`config.mk`:
```
export PLATFORM = sky130hd
export DESIGN_NAME = ecc_des_host_seq
export DESIGN_NICKNAME = d
export VERILOG_FILES = /design/src/rtl/ecc_des_host_seq.sv
export SDC_FILE = /design/constraint.sdc
export NUM_CORES = 1
export LEC_CHECK = 0
export CAP_MARGIN = 20
export CORE_AREA = 2 2 268 270
export CTS_BUF_LIST = sky130_fd_sc_hd__clkbuf_4 sky130_fd_sc_hd__clkbuf_8
export CTS_CLUSTER_SIZE = 8
export DETAILED_ROUTE_END_ITERATION = 6
export DIE_AREA = 0 0 270 272
export HOLD_SLACK_MARGIN = 0.15
export PLACE_DENSITY = 0.53
export SLEW_MARGIN = 20
export SYNTH_ARGS = -nofsm -noshare
export SYNTH_HDL_FRONTEND = slang
export SYNTH_SLANG_ARGS = --single-unit
```
`constraint.sdc`:
```
create_clock -name clk -period 3.95 [get_ports clk]
set_input_delay 0.79 -clock clk [delete_from_list [all_inputs] [get_ports clk]]
set_output_delay 0.79 -clock clk [all_outputs]
set_load 0.1 [all_outputs]
```
`src/rtl/ecc_des_host_seq.sv`:
```
// rtl/ecc_des_host_seq.sv - host-side ECC/DES start/done command sequencer
//
// Purpose: accepts one host command at a time and drives the controller start
// protocol. It raises ecc_start1, ecc_start2 or des_start. It then waits for the
// matching done, captures the ECC1 public key and counts DES blocks. It returns
// a one-cycle response with an error flag.
//
// Ports:
//   clk, rst                  clock (rising edge), synchronous active-high reset
//   cmd_valid/cmd_ready       host command handshake
//   cmd_op, cmd_blocks        opcode (00 ECC1, 01 ECC2, 10 DES, 11 illegal), DES block count
//   ecc_start1/2, des_start   start requests to the controller
//   ecc1_done/ecc2_done       ECC completion pulses from the controller
//   des_done                  DES block-completion indication
//   PuX, PuY                  controller public key, valid with ecc1_done
//   pub_x, pub_y, pub_valid   captured public key and its valid flag
//   blk_tick                  one pulse per counted DES block
//   resp_valid/err/op         one-cycle command completion response
module ecc_des_host_seq #(
  parameter int ECC_TIMEOUT = 1000000,
  parameter int DRAIN_CYC   = 48
) (
  input  logic         clk,
  input  logic         rst,
  input  logic         cmd_valid,
  output logic         cmd_ready,
  input  logic [1:0]   cmd_op,
  input  logic [7:0]   cmd_blocks,
  output logic         ecc_start1,
  output logic         ecc_start2,
  output logic         des_start,
  input  logic         ecc1_done,
  input  logic         ecc2_done,
  input  logic         des_done,
  input  logic [163:0] PuX,
  input  logic [163:0] PuY,
  output logic [163:0] pub_x,
  output logic [163:0] pub_y,
  output logic         pub_valid,
  output logic         blk_tick,
  output logic         resp_valid,
  output logic         resp_err,
  output logic [1:0]   resp_op
);

  typedef enum logic [2:0] {
    IDLE,
    ECC_REQ,
    ECC_WAIT,
    DES_RUN,
    DES_DRAIN,
    RESP
  } state_t;

  localparam logic [1:0]  OP_ECC1 = 2'b00;
  localparam logic [1:0]  OP_ECC2 = 2'b01;
  localparam logic [1:0]  OP_DES  = 2'b10;
  localparam logic [19:0] TIMEOUT_LAST = 20'(ECC_TIMEOUT - 1);
  localparam logic [19:0] DRAIN_LAST   = 20'(DRAIN_CYC - 1);

  state_t      state, state_nx;
  logic [1:0]  op_q;
  logic [7:0]  blocks_q;
  logic [7:0]  cnt_q;
  // Shared timer: ECC timeout in ECC_WAIT, drain length in DES_DRAIN.
  logic [19:0] timer_q;
  logic        err_q, err_nx;

  logic accept;
  logic done_match;
  logic des_last;

  assign accept     = cmd_valid && cmd_ready;
  assign done_match = (op_q == OP_ECC1) ? ecc1_done : ecc2_done;
  assign des_last   = des_done && ((cnt_q + 8'd1) == blocks_q);

  always_comb begin
    state_nx = state;
    err_nx   = err_q;
    case (state)
      IDLE: begin
        if (accept) begin
          err_nx = 1'b0;
          case (cmd_op)
            OP_ECC1, OP_ECC2: state_nx = ECC_REQ;
            OP_DES: begin
              if (cmd_blocks != 8'd0) begin
                state_nx = DES_RUN;
              end else begin
                state_nx = RESP;
                err_nx   = 1'b1;
              end
            end
            default: begin
              state_nx = RESP;
              err_nx   = 1'b1;
            end
          endcase
        end
      end
      ECC_REQ: state_nx = ECC_WAIT;
      ECC_WAIT: begin
        // A done in the timeout cycle still counts as success.
        if (done_match) begin
          state_nx = RESP;
          err_nx   = 1'b0;
        end else if (timer_q == TIMEOUT_LAST) begin
          state_nx = RESP;
          err_nx   = 1'b1;
        end
      end
      DES_RUN: begin
        if (des_last) state_nx = DES_DRAIN;
      end
      DES_DRAIN: begin
        if (timer_q == DRAIN_LAST) begin
          state_nx = RESP;
          err_nx   = 1'b0;
        end
      end
      RESP: state_nx = IDLE;
      default: state_nx = IDLE;
    endcase
  end

  always_ff @(posedge clk) begin
    if (rst) begin
      state     <= IDLE;
      op_q      <= 2'b00;
      blocks_q  <= 8'd0;
      cnt_q     <= 8'd0;
      timer_q   <= 20'd0;
      err_q     <= 1'b0;
      pub_x     <= '0;
      pub_y     <= '0;
      pub_valid <= 1'b0;
    end else begin
      state <= state_nx;
      err_q <= err_nx;
      case (state)
        IDLE: begin
          if (accept) begin
            op_q     <= cmd_op;
            blocks_q <= cmd_blocks;
            cnt_q    <= 8'd0;
            timer_q  <= 20'd0;
            if (cmd_op == OP_ECC1) pub_valid <= 1'b0;
          end
        end
        ECC_WAIT: begin
          timer_q <= timer_q + 20'd1;
          if (op_q == OP_ECC1 && ecc1_done) begin
            pub_x     <= PuX;
            pub_y     <= PuY;
            pub_valid <= 1'b1;
          end
        end
        DES_RUN: begin
          if (des_done) cnt_q <= cnt_q + 8'd1;
          // Restart the timer so it measures the drain period.
          if (des_last) timer_q <= 20'd0;
        end
        DES_DRAIN: timer_q <= timer_q + 20'd1;
        default: ;
      endcase
    end
  end

  // While rst is still held, the sequencer does not advertise readiness.
  assign cmd_ready  = (state == IDLE) && !rst;
  assign ecc_start1 = (state == ECC_REQ) && (op_q == OP_ECC1);
  assign ecc_start2 = (state == ECC_REQ) && (op_q == OP_ECC2);
  assign des_start  = (state == DES_RUN);
  assign blk_tick   = (state == DES_RUN) && des_done;
  assign resp_valid = (state == RESP);
  assign resp_err   = resp_valid && err_q;
  assign resp_op    = resp_valid ? op_q : 2'b00;

endmodule

```
==> flow_metrics.tcl, run 1 <==
set metrics [dict create \
    status "finished clean" \
    synth_area_leaders "dfxtp_1 (54%), nand2_1 (19%), a21oi_1 (13%), clkbuf_1 (3.2%), o21ai_0 (0.87%)" \
    ios 682 \
    crit_required_ps 3160 \
    syn_inst 1764 \
    synthFlopType "dfxtp_1" \
    yosys.area.top_type_share_pct 54.0 \
    fin_worst_skew_ps 18.6 \
    placedCellCount 3284 \
    async_flop_share_pct 0 \
    period_share_pct 83.9 \
    die_w_um 270 \
    wl_mm 53.9 \
    area_delta_synth_final_pct 67.5 \
    num_vias 14500 \
    clockRootBuffer "clkbuf_8" \
    yosys_warnings 0 \
    drtIter0Drc 620 \
    hold_end "pub_y[70]" \
    setup_violations 0 \
    hold_viol 0 \
    grt_pass1_vias 14400 \
    fin_setup_tns_ps 0 \
    min_from "pub_y[70]" \
    synth-edff-count 0 \
    crit_type "flop to primary output" \
    rsz0062_at_grt "no" \
    die_area_um2 73400 \
    grt.total_usage_pct 14.1 \
    final-instance-count-excl-fill 3409 \
    grt_pass1_wl_mm 82.1 \
    antenna_found_initial 5 \
    peakVddDrop_mv 0.260 \
    power.density_nw_per_um2 513 \
    cts_buffer_depth 3 \
    leakage_nw 7.66 \
    slew-limit-headroom_pct 23.7 \
    rows 98 \
    via_per_inst 4.26 \
    wl_per_cell_um 15.8 \
    core_um2 70800 \
    ctsHoldBuffers 0 \
    h-tree-depth 3 \
    tightestPinTransition_ps 1140 \
    r2r_end "state[1]" \
    slew_viol_final 0 \
    drc 0 \
    endpoint_kind "primary output" \
    syn_area_um2 13800 \
    start_kind "flop" \
    antenna_left 0 \
    yosys.area.top_type "dfxtp_1" \
    worstHoldPathType "flop to flop" \
    drt_pass1_iterations 5 \
    cts.sinks 371 \
    nNetsFinal 2753 \
    r2r_slack_ps 1470 \
    syn_nets 2110 \
    ys_seq_area_share_pct 54.0 \
    yosys-top-cells-count "nand2_1 (686), dfxtp_1 (371), a21oi_1 (353), clkbuf_1 (119), nor2_1 (32)" \
    worstHoldPathCells 2 \
    floorplan.initialDensity_pct 19.4 \
    cts_tree "done" \
    period_minus_slack_ps 3310 \
    gp_congestion 0.882 \
    dp_hpwl_mm 38.5 \
    synth.distinct_cells 61 \
    clkTransAtPathRegs_ps 60 \
    max_freq_ghz 0.302 \
    grt_max_degree 174 \
    syn_avg_cell_area_um2 7.80 \
    synth.most_common_cell "nand2_1" \
    fillers 7433 \
    layout-drive-gt1-share_pct 7.04 \
    overflow 0 \
    reg2reg_from "cnt_q[0]" \
    cts_resized 0 \
    numCtsBuffers 71 \
    rr_worst_depth 7 \
    drv_cap 0 \
    ys_seq_elements 371 \
    io_buffer_count 681 \
    arrival_ps 2520 \
    die_h_um 272 \
    critPathMaxFanout 16 \
    post-cts-setup-buffer-count 0 \
    clk_latency_ps 620 \
]
layer usage:
metal	wire [µm]	global-route usage (%)	vias to the layer above
met5	51	0	-
met3	4900	5.20	128
met2	26100	23.9	569
met1	20700	15.6	6712
met4	2110	6.56	8
li1	-	-	7103
cell type report:
class / count / area (µm²) / area share (%)
clock buffers: 102 / 1290 / 5.61
repair buffers: 707 / 7110 / 30.9
clock inverters: 21 / 256 / 1.11
flip-flops and latches: 371 / 7430 / 32.2
well taps: 950 / 1190 / 5.16
multi-input cells: 1248 / 5730 / 24.9
diodes: 2 / 5.00 / 0.0217
inverters: 8 / 30.0 / 0.130
state kept, by name (all words and copies together), names as in the netlist:
register / flops
pub_x: 164
blocks_q: 8
timer_q: 20
err_q: 1
cnt_q: 8
pub_valid: 1
op_q: 2
state: 3
pub_y: 164
critical path, cell delays in order, from the launching register on:
cell     delay, ps
dfxtp_1        660
and3_1         440
nand2_1        260
inv_2          200
buf_4          330
per-stage QoR:
stage	total power, W	area, µm²	hold WS, ps	setup slack [ps]	util [%]
2_1_floorplan	0.00665	13800	443	264	-
3_3_place_gp	0.00773	21500	440	1160	30.4
3_5_place_dp	0.00776	21500	445	1090	30.4
4_1_cts	0.0120	23000	444	565	32.5
5_1_grt	0.0124	23000	461	461	32.5
6_report	0.0118	23000	450	637	32.6
placed cells by master, fill, tap and decap left out, types with 9 or more instances in the layout:
master,n
a211oi_1,11
and3_1,9
nand2b_1,14
buf_12,9
a41oi_1,9
o21ai_0,24
clkdlybuf4s50_1,671
clkbuf_4,18
clkbuf_8,84
nand2_1,686
dfxtp_1,371
nor3_1,9
nand3_1,15
nor2_1,32
clkinv_2,9
buf_4,26
a21oi_1,353
where the power goes:
part / internal (W) / total, W / switching (W)
Clock: 0.00244 / 0.00415 / 0.00171
Sequential: 0.00400 / 0.00419 / 0.000187
Combinational: 0.000981 / 0.00348 / 0.00250
Total: 0.00742 / 0.0118 / 0.00439
worst max-delay path by stage:
stage	start	end	slack, ps
5_1_grt	state[1]	blk_tick	460
3_3_place_gp	ecc1_done	pub_y[150]	1160
3_5_place_dp	ecc1_done	pub_x[34]	1090
2_1_floorplan	rst	cmd_ready	260
6_report	state[1]	blk_tick	640
4_1_cts	state[1]	blk_tick	560
kinds of logic after synthesis:
family | count (synthesis) | synth area share (%)
xor gates and xnor gates | 10 | 0.637
and+or+nand+nor | 804 | 23.7
AOI/OAI and AO/OA | 432 | 17.0
adders and majority gates | 2 | 0.182
buffers and inverters | 145 | 4.48
DFF | 371 | 54.0
No activity file was read; power rests on OpenSTA's default activity.
==> inputs of run 2 (changes only) <==
--- a/config.mk
+++ b/config.mk
@@ -6,13 +6,13 @@
 export NUM_CORES = 1
 export LEC_CHECK = 0
 export CAP_MARGIN = 20
-export CORE_AREA = 2 2 268 270
+export CORE_AREA = 2 2 267 269
 export CTS_BUF_LIST = sky130_fd_sc_hd__clkbuf_4 sky130_fd_sc_hd__clkbuf_8
 export CTS_CLUSTER_SIZE = 8
 export DETAILED_ROUTE_END_ITERATION = 6
-export DIE_AREA = 0 0 270 272
+export DIE_AREA = 0 0 269 271
 export HOLD_SLACK_MARGIN = 0.15
-export PLACE_DENSITY = 0.53
+export PLACE_DENSITY = 0.55
 export SLEW_MARGIN = 20
 export SYNTH_ARGS = -nofsm -noshare
 export SYNTH_HDL_FRONTEND = slang
==> constraint.sdc (replaced) <==
create_clock -name clk -period 2.7 [get_ports clk]
set_input_delay 0.54 -clock clk [delete_from_list [all_inputs] [get_ports clk]]
set_output_delay 0.54 -clock clk [all_outputs]
set_load 0.1 [all_outputs]
==> flow_metrics.tcl, run 2 (synthesis results as in run 1) <==
set metrics [dict create \
    status "finished clean" \
    area_delta_synth_final_pct 63.5 \
    core_um2 69800 \
    placedCellCount 3293 \
    final-instance-count-excl-fill 3424 \
    cpPeakStageDelay_ps 470 \
    finalPower_w 0.0173 \
    reg2reg_from "cnt_q[1]" \
    crit_type "flop to primary output" \
    antenna_left 0 \
    slew_viol_final 0 \
    clk_latency_ps 630 \
    num_vias 14700 \
    die_area_um2 72900 \
    numCtsBuffers 72 \
    die_w_um 269 \
    critPathMaxFanout 8 \
    h-tree-depth 3 \
    max_freq_ghz 0.397 \
    cts_buffer_depth 3 \
    arrival_ps 1980 \
    layout-drive-gt1-share_pct 21.3 \
    drv_cap 0 \
    start_kind "flop" \
    cts_tree "done" \
    utilization_pct 32.2 \
    io_buffer_count 681 \
    setup_violations 0 \
    clockRootBuffer "clkbuf_8" \
    overflow 0 \
    stdcell_area_um2 22500 \
    wl_mm 54.2 \
    hold_viol 0 \
    grt_pass1_wl_mm 80.1 \
    grt.total_usage_pct 13.9 \
    min_from "PuY[100]" \
    grt_max_degree 184 \
    period_share_pct 93.4 \
    die_h_um 271 \
    gp_congestion 0.875 \
    endpoint_kind "primary output" \
    leakage_nw 8.48 \
    crit_path_cell_trace "and3_1 > nand2_1 > inv_2 > buf_12" \
    grt_pass1_vias 14600 \
    place_area_um2 20900 \
    worstHoldPathType "input port to flop" \
    peakVddDrop_mv 0.465 \
    clkTransAtPathRegs_ps 70 \
    crit_required_ps 2160 \
    ios 682 \
    startpoint "state[1]" \
    rsz0062_at_grt "no" \
    cts.sinks 371 \
    drt_pass1_iterations 6 \
    period_minus_slack_ps 2520 \
    drc 0 \
    reg_top3 "pub_x: 164 flops, pub_y: 164 flops, timer_q: 20 flops" \
    fillers 7353 \
    whs_ps 443 \
    wl_per_cell_um 15.8 \
    critPathSlowestCell "dfxtp_1" \
    drtIter0Drc 813 \
    floorplan.initialDensity_pct 19.7 \
    via_per_inst 4.28 \
    layout_common_cells "nand2_1 (686), dfxtp_1 (370), buf_4 (365)" \
    fin_worst_skew_ps 27.1 \
    slew-limit-headroom_pct 23.5 \
    nNetsFinal 2774 \
    power.density_nw_per_um2 769 \
    dp_hpwl_mm 39.8 \
    layout_commonest_cell "nand2_1" \
    tightestPinTransition_ps 1150 \
    rows 97 \
    antenna_found_initial 4 \
]
run 2: changes by cell type in the layout (fill, tap and decap cells not counted), sizes merged:
cell	change
dlygate4sd3	+1
clkdlybuf4s50	-329
clkinvlp	-2
clkinv	+1
bufinv	-3
clkbuf	+8
inv	+1
buf	+348
run 2: worst paths after layout:
path	to	slack [ps]	cells after the start
worst max-delay path	blk_tick	180	4
worst min-delay path	pub_y[100]	440	3
worst max register to register	state[1]	330	7
worst min register to register	pub_y[54]	450	2
run 2: where the power goes:
part           total [W]  internal (W)  switching (W)
combinational    0.00511       0.00141        0.00371
sequential       0.00612       0.00586       0.000261
clock            0.00605       0.00349        0.00256
run 2: timing repair:
item                                    4_1_cts  5_1_grt
hold endpoints to repair                     18        0
resized for setup                             1        1
endpoints found under the setup margin        2        1
hold buffers                                  1        0
buffers inserted                              0        0
run 2: metal layers:
layer  share of wire [%]  GRT usage [%]  up-vias
li1                    -              -     7174
met1                  38           15.0     6744
met2                  49           24.3      610
met3                 9.1           4.82      128
met4                 4.0           6.64        4
met5               0.050              0        -
run 2: worst max-delay path: cells and delay by family, from the launching register on:
family | cells | cell delay [ps]
DFF | 1 | 470
buffers and inverters | 2 | 430
and+or+nand+nor | 2 | 430
run 2: layout make-up:
| cell class | instances | area [µm²] | share of cell area, % |
|---|---|---|---|
| Antenna cell | 2 | 5.00 | 0.0223 |
| Clock buffer | 110 | 1380 | 6.15 |
| Clock inverter | 18 | 185 | 0.823 |
| Inverter | 8 | 30.0 | 0.134 |
| Multi-Input combinational cell | 1248 | 5730 | 25.5 |
| Sequential cell | 371 | 7430 | 33.0 |
| Tap cell | 940 | 1180 | 5.23 |
| Timing Repair Buffer | 727 | 6550 | 29.1 |
run 2: metrics by stage:
stage          setup WS (ps)  setup TNS [ps]
3_5_place_dp             245               0
2_1_floorplan           -486            -486
3_3_place_gp             310               0
6_report                 178               0
5_1_grt                 34.8               0
4_1_cts                 72.1               0
